<file path="src/rtl/sr_pulse_driver.sv">
// sr_pulse_driver: synchronize, debounce and edge-detect set/reset requests into clean, exclusive active-low latch pulses
// Ports: clk rising-edge clock; rst_n synchronous active-low reset;
//   set_in/reset_in raw async requests (active high);
//   s_n/r_n registered active-low latch drives; busy FSM not idle;
//   conflict one-cycle strobe when simultaneous requests resolve to reset;
//   set_db/reset_db debounced request levels.
module sr_pulse_driver #(
  parameter int DEBOUNCE_CYCLES = 4,
  parameter int PULSE_WIDTH = 2,
  parameter int GAP_CYCLES = 1,
  parameter int CNT_W = 16
) (
  input  logic clk,
  input  logic rst_n,
  input  logic set_in,
  input  logic reset_in,
  output logic s_n,
  output logic r_n,
  output logic busy,
  output logic conflict,
  output logic set_db,
  output logic reset_db
);
  localparam logic [1:0] IDLE = 2'd0, PULSE_S = 2'd1, PULSE_R = 2'd2, GAP = 2'd3;
  localparam logic [CNT_W-1:0] DB_LAST = CNT_W'(DEBOUNCE_CYCLES - 1);
  localparam logic [CNT_W-1:0] P_LAST = CNT_W'(PULSE_WIDTH - 1);
  localparam logic [CNT_W-1:0] G_LAST = CNT_W'(GAP_CYCLES - 1);
  // bit 0 carries the set channel, bit 1 the reset channel
  logic [1:0] raw, sync1_q, sync2_q, db_q, db_d, dbp_q, pend_q, pend_d, rise;
  logic [CNT_W-1:0] db_cnt_q [2];
  logic [CNT_W-1:0] db_cnt_d [2];
  logic [1:0] state_q, state_d;
  logic [CNT_W-1:0] cnt_q, cnt_d;
  logic s_n_q, s_n_d, r_n_q, r_n_d, conf_q, conf_d;
  assign raw = {reset_in, set_in};
  assign rise = db_q & ~dbp_q;
  always_comb begin
    db_d = db_q;
    for (int i = 0; i < 2; i++) begin
      db_cnt_d[i] = '0;
      if (sync2_q[i] != db_q[i]) begin
        if (db_cnt_q[i] == DB_LAST) db_d[i] = ~db_q[i];
        else db_cnt_d[i] = db_cnt_q[i] + CNT_W'(1);
      end
    end
  end
  // a rise landing in the same cycle a request is consumed stays pending
  always_comb begin
    state_d = state_q;
    cnt_d = cnt_q;
    pend_d = pend_q | rise;
    s_n_d = 1'b1;
    r_n_d = 1'b1;
    conf_d = 1'b0;
    case (state_q)
      IDLE: begin
        cnt_d = '0;
        if (pend_q[1]) begin
          state_d = PULSE_R;
          r_n_d = 1'b0;
          conf_d = pend_q[0];
          pend_d = rise;
        end else if (pend_q[0]) begin
          state_d = PULSE_S;
          s_n_d = 1'b0;
          pend_d[0] = rise[0];
        end
      end
      PULSE_S, PULSE_R: begin
        if (cnt_q == P_LAST) begin
          state_d = GAP;
          cnt_d = '0;
        end else begin
          cnt_d = cnt_q + CNT_W'(1);
          s_n_d = state_q != PULSE_S;
          r_n_d = state_q != PULSE_R;
        end
      end
      default: begin
        state_d = cnt_q == G_LAST ? IDLE : GAP;
        cnt_d = cnt_q == G_LAST ? '0 : cnt_q + CNT_W'(1);
      end
    endcase
  end
  always_ff @(posedge clk) begin
    if (!rst_n) begin
      sync1_q <= '0;
      sync2_q <= '0;
      db_q <= '0;
      dbp_q <= '0;
      db_cnt_q <= '{default: '0};
      pend_q <= '0;
      state_q <= IDLE;
      cnt_q <= '0;
      s_n_q <= 1'b1;
      r_n_q <= 1'b1;
      conf_q <= 1'b0;
    end else begin
      sync1_q <= raw;
      sync2_q <= sync1_q;
      db_q <= db_d;
      dbp_q <= db_q;
      db_cnt_q <= db_cnt_d;
      pend_q <= pend_d;
      state_q <= state_d;
      cnt_q <= cnt_d;
      s_n_q <= s_n_d;
      r_n_q <= r_n_d;
      conf_q <= conf_d;
    end
  end
  assign s_n = s_n_q;
  assign r_n = r_n_q;
  assign busy = state_q != IDLE;
  assign conflict = conf_q;
  assign set_db = db_q[0];
  assign reset_db = db_q[1];
endmodule

</file>
<file path="config.mk">
export PLATFORM = sky130hd
export DESIGN_NAME = sr_pulse_driver
export DESIGN_NICKNAME = d
export VERILOG_FILES = /design/src/rtl/sr_pulse_driver.sv
export SDC_FILE = /design/constraint.sdc
export NUM_CORES = 1
export LEC_CHECK = 0
export CAP_MARGIN = 20
export CORE_ASPECT_RATIO = 0.6
export CORE_MARGIN = 2
export CORE_UTILIZATION = 54
export DETAILED_ROUTE_END_ITERATION = 16
export PLACE_DENSITY = 0.75
export SYNTH_ARGS = -nofsm -noshare
export SYNTH_HDL_FRONTEND = slang
export SYNTH_SLANG_ARGS = --single-unit
</file>
<file path="constraint.sdc">
create_clock -name clk -period 1.72 [get_ports clk]
set_input_delay 0.258 -clock clk [delete_from_list [all_inputs] [get_ports clk]]
set_output_delay 0.258 -clock clk [all_outputs]
set_load 0.1 [all_outputs]
</file>
==> run_results.csv <==
group,metric,value,unit
cells_and_area,multiInputGateArea,1520,sq um
place,routabilityCongestion,0.886,
routing,wl_per_cell,14.3,um
floorplanning,ioPinCount,10,
setup_path,arrival,2.14,ns
setup_path,rr_worst_depth,5,
setup_path,worstSetupEndpointType,"flop",
setup_path,required,1.95,ns
power,vdd_drop_max,1.00,mV
floorplanning,die_area,5820,sq um
global_routing,grt_pass1_wl,10000,um
clock_network,cts_buffers,9,
clock_network,clk_latency,0.34,ns
setup_path,crit_type,"flop to flop",
global_routing,overflow,0,
cells_and_area,drive_gt1_share,23.8,%
timing,setup_ws,-0.182,ns
synth,ys_ff_latch,63,
setup_path,start_kind,"flop",
place,io_buffers,9,
place,post-place-ws,-0.0981,ns
worst_hold_path,hold_depth,1,
cells_and_area,fin_cells,436,
setup_path,cpMaxStageDelayCell,"or4_4",
place,dpl.hpwl,4370,um
timing,timing.fmax,526,MHz
global_routing,use_met1,33.6,%
timing,slew_violations,0,
global_routing,top_usage_layer,"met1",
floorplanning,die_x,97.2,um
global_routing,grt_use_met2,31.1,%
routing,drc_errors,0,
flow_run,cap_viol_max_count,0,
setup_path,crit_fanout,8,
timing,rsz0062_at_grt,"true",
clock_network,cts.sinks,63,
cells_and_area,fill_cells,361,
cells_and_area,fin_area,3600,sq um
synth,avgSynthCellArea,8.99,sq um
timing,fin_crit_sh,111,%
synth,ys_types,38,
routing,first_iter_violations,156,
timing,setup_viol,19,
outcome,violations,"setup timing",
place,placed_cell_area,3300,sq um
global_routing,grt_max_degree,17,
setup_path,path_cells,"or4_4, o41ai_4, buf_4, o22a_4, nor2_1",
timing,fin_skew,0.00866,ns
routing,via_per_inst,5.38,
cells_and_area,nets,378,
floorplanning,coreArea,5030,sq um
cells_and_area,syn_to_final_growth,28.1,%
outcome,status,"finished, violations left",
cells_and_area,final_cell_mix,"dfxtp_1, nor2_1, buf_4, xnor2_1, inv_1",
clock_network,clk_pin_slew,0.07,ns
place,dp_cells,415,
worst_hold_path,hold_path.class,"flop to flop",
timing,tightest_slew,0.531,ns
floorplanning,initial_core_util,55.9,%
timing,fin_crit,1.90,ns
global_routing,grt_antenna_before_repair,0,
synth,ys_warn_count,0,
floorplanning,rows,20,
synth,synthCells,313,
routing,wirelength,6220,um
setup_path,cpPeakStageDelay,0.57,ns
global_routing,met3_usage,9.36,%
clock_network,cts_max_path_buffers,2,
routing,final_antenna_net_count,0,
cells_and_area,final_common_cell,"dfxtp_1",
clock_network,cts_tree,"done",
floorplanning,fp.dieH,59.9,um
global_routing,grt_pass1_vias,2068,
clock_network,clock-root-buffer,"clkbuf_8",
clock_network,htree_levels,3,
power,cellLeakagePower,0.00126,uW
cells_and_area,diodes,0,
synth,syn_nets,326,
global_routing,track_usage,22.8,%
power,power_density,1190,nW/um^2
synth,seq_area_frac_synth,44.8,%
synth,synth_area,2810,sq um
routing,vias,2345,
clock_network,cts_hold_buf,0,
routing,drt-pass1-iter-count,4,
timing,hold_viol_final,0,
timing,slew_headroom,64.3,%
cells_and_area,layout.area.seq,1270,sq um
-- state kept, by name, indices dropped and copies added (netlist names) --
register,cells
sync1_q,2
pend_q,2
conflict,1
cnt_q,16
sync2_q,2
s_n,1
dbp_q,2
state_q,2
db_q,2
db_cnt_q,32
r_n,1
-- critical path, delay by kind of cell, from the launching register on --
| kind | cells | cell delay [ns] |
|---|---|---|
| AO/OA/AOI/OAI | 2 | 0.65 |
| AND/OR/NAND/NOR | 2 | 0.63 |
| flip-flops | 1 | 0.32 |
| buffers and inverters | 1 | 0.18 |
-- cell type report --
cell class                      count  share of cell area [%]
Inverter                           20                    2.08
Multi-Input combinational cell    227                    42.0
Timing Repair Buffer               44                    12.2
Tap cell                           66                    2.29
Sequential cell                    63                    35.3
Clock buffer                        9                    3.44
Clock inverter                      7                    2.71
-- cell families after synthesis --
family,share of synthesized area (%)
xor+xnor,11.5
flops,44.8
compound gates,6.85
simple gates,28.3
fa+ha+maj,4.00
mux,1.07
buf+inv,3.47
-- synthesized netlist by cell type, drive strengths merged --
library cell,instances,area [sq um]
and2b,1,7.51
nand3,17,85.1
xnor2,26,228
and3,2,12.5
nand4,13,81.3
a31o,1,8.76
nor3,13,65.1
o22a,1,17.5
or2b,1,8.76
nor4b,2,17.5
o41ai,3,52.6
nor3b,1,7.51
xor2,11,96.3
o21ai,6,30.0
nor2,52,195
nand2,11,41.3
or2,2,12.5
buf,1,11.3
or3,8,50.1
a21oi,10,50.1
mux2i,3,30.0
or4,3,33.8
nor4,12,75.1
inv,20,75.1
o21bai,1,7.51
nor2b,2,12.5
nand3b,1,7.51
dfxtp,63,1260
a22oi,2,15.0
a2111o,1,11.3
and4,2,18.8
or3b,3,26.3
clkbuf,3,11.3
ha,9,113
and2,6,37.5
-- metrics by stage --
step | utilization, % | hold slack (ns) | setup TNS, ns | total power, uW
5_1_grt | 71.6 | 0.450 | -3.88 | 4460
6_report | 71.6 | 0.439 | -3.03 | 4290
2_1_floorplan | - | 0.380 | -0.902 | 2390
3_5_place_dp | 65.7 | 0.420 | -1.43 | 2750
4_1_cts | 71.2 | 0.444 | -1.76 | 4280
3_3_place_gp | 65.7 | 0.416 | -0.607 | 2710
-- where the power goes --
part	switching [uW]	internal, uW	leakage, uW	total, uW
Sequential	59.0	1520	0.000513	1580
Combinational	753	552	0.000646	1310
Clock	587	817	0.000105	1400
-- path summary, 6_finish.rpt --
check | startpoint | end | slack [ns]
worst max register to register | cnt_q[11] | cnt_q[10] | -0.18
worst max-delay path | cnt_q[11] | cnt_q[10] | -0.18
worst min register to register | sync1_q[1] | sync2_q[1] | 0.44
worst min-delay path | sync1_q[1] | sync2_q[1] | 0.44
-- layer usage --
layer,share of wire (%),up-vias
li1,-,1194
met1,53,1089
met2,39,58
met3,7.9,4
met4,0.43,0
met5,0,-
-- repair_timing --
item,4_1_cts,5_1_grt
endpoints found under the setup margin,18,37
buffers inserted,4,0
cloned,1,0
gates resized for setup,4,7
pin swaps,8,7
No activity file was read; power rests on OpenSTA's default activity.
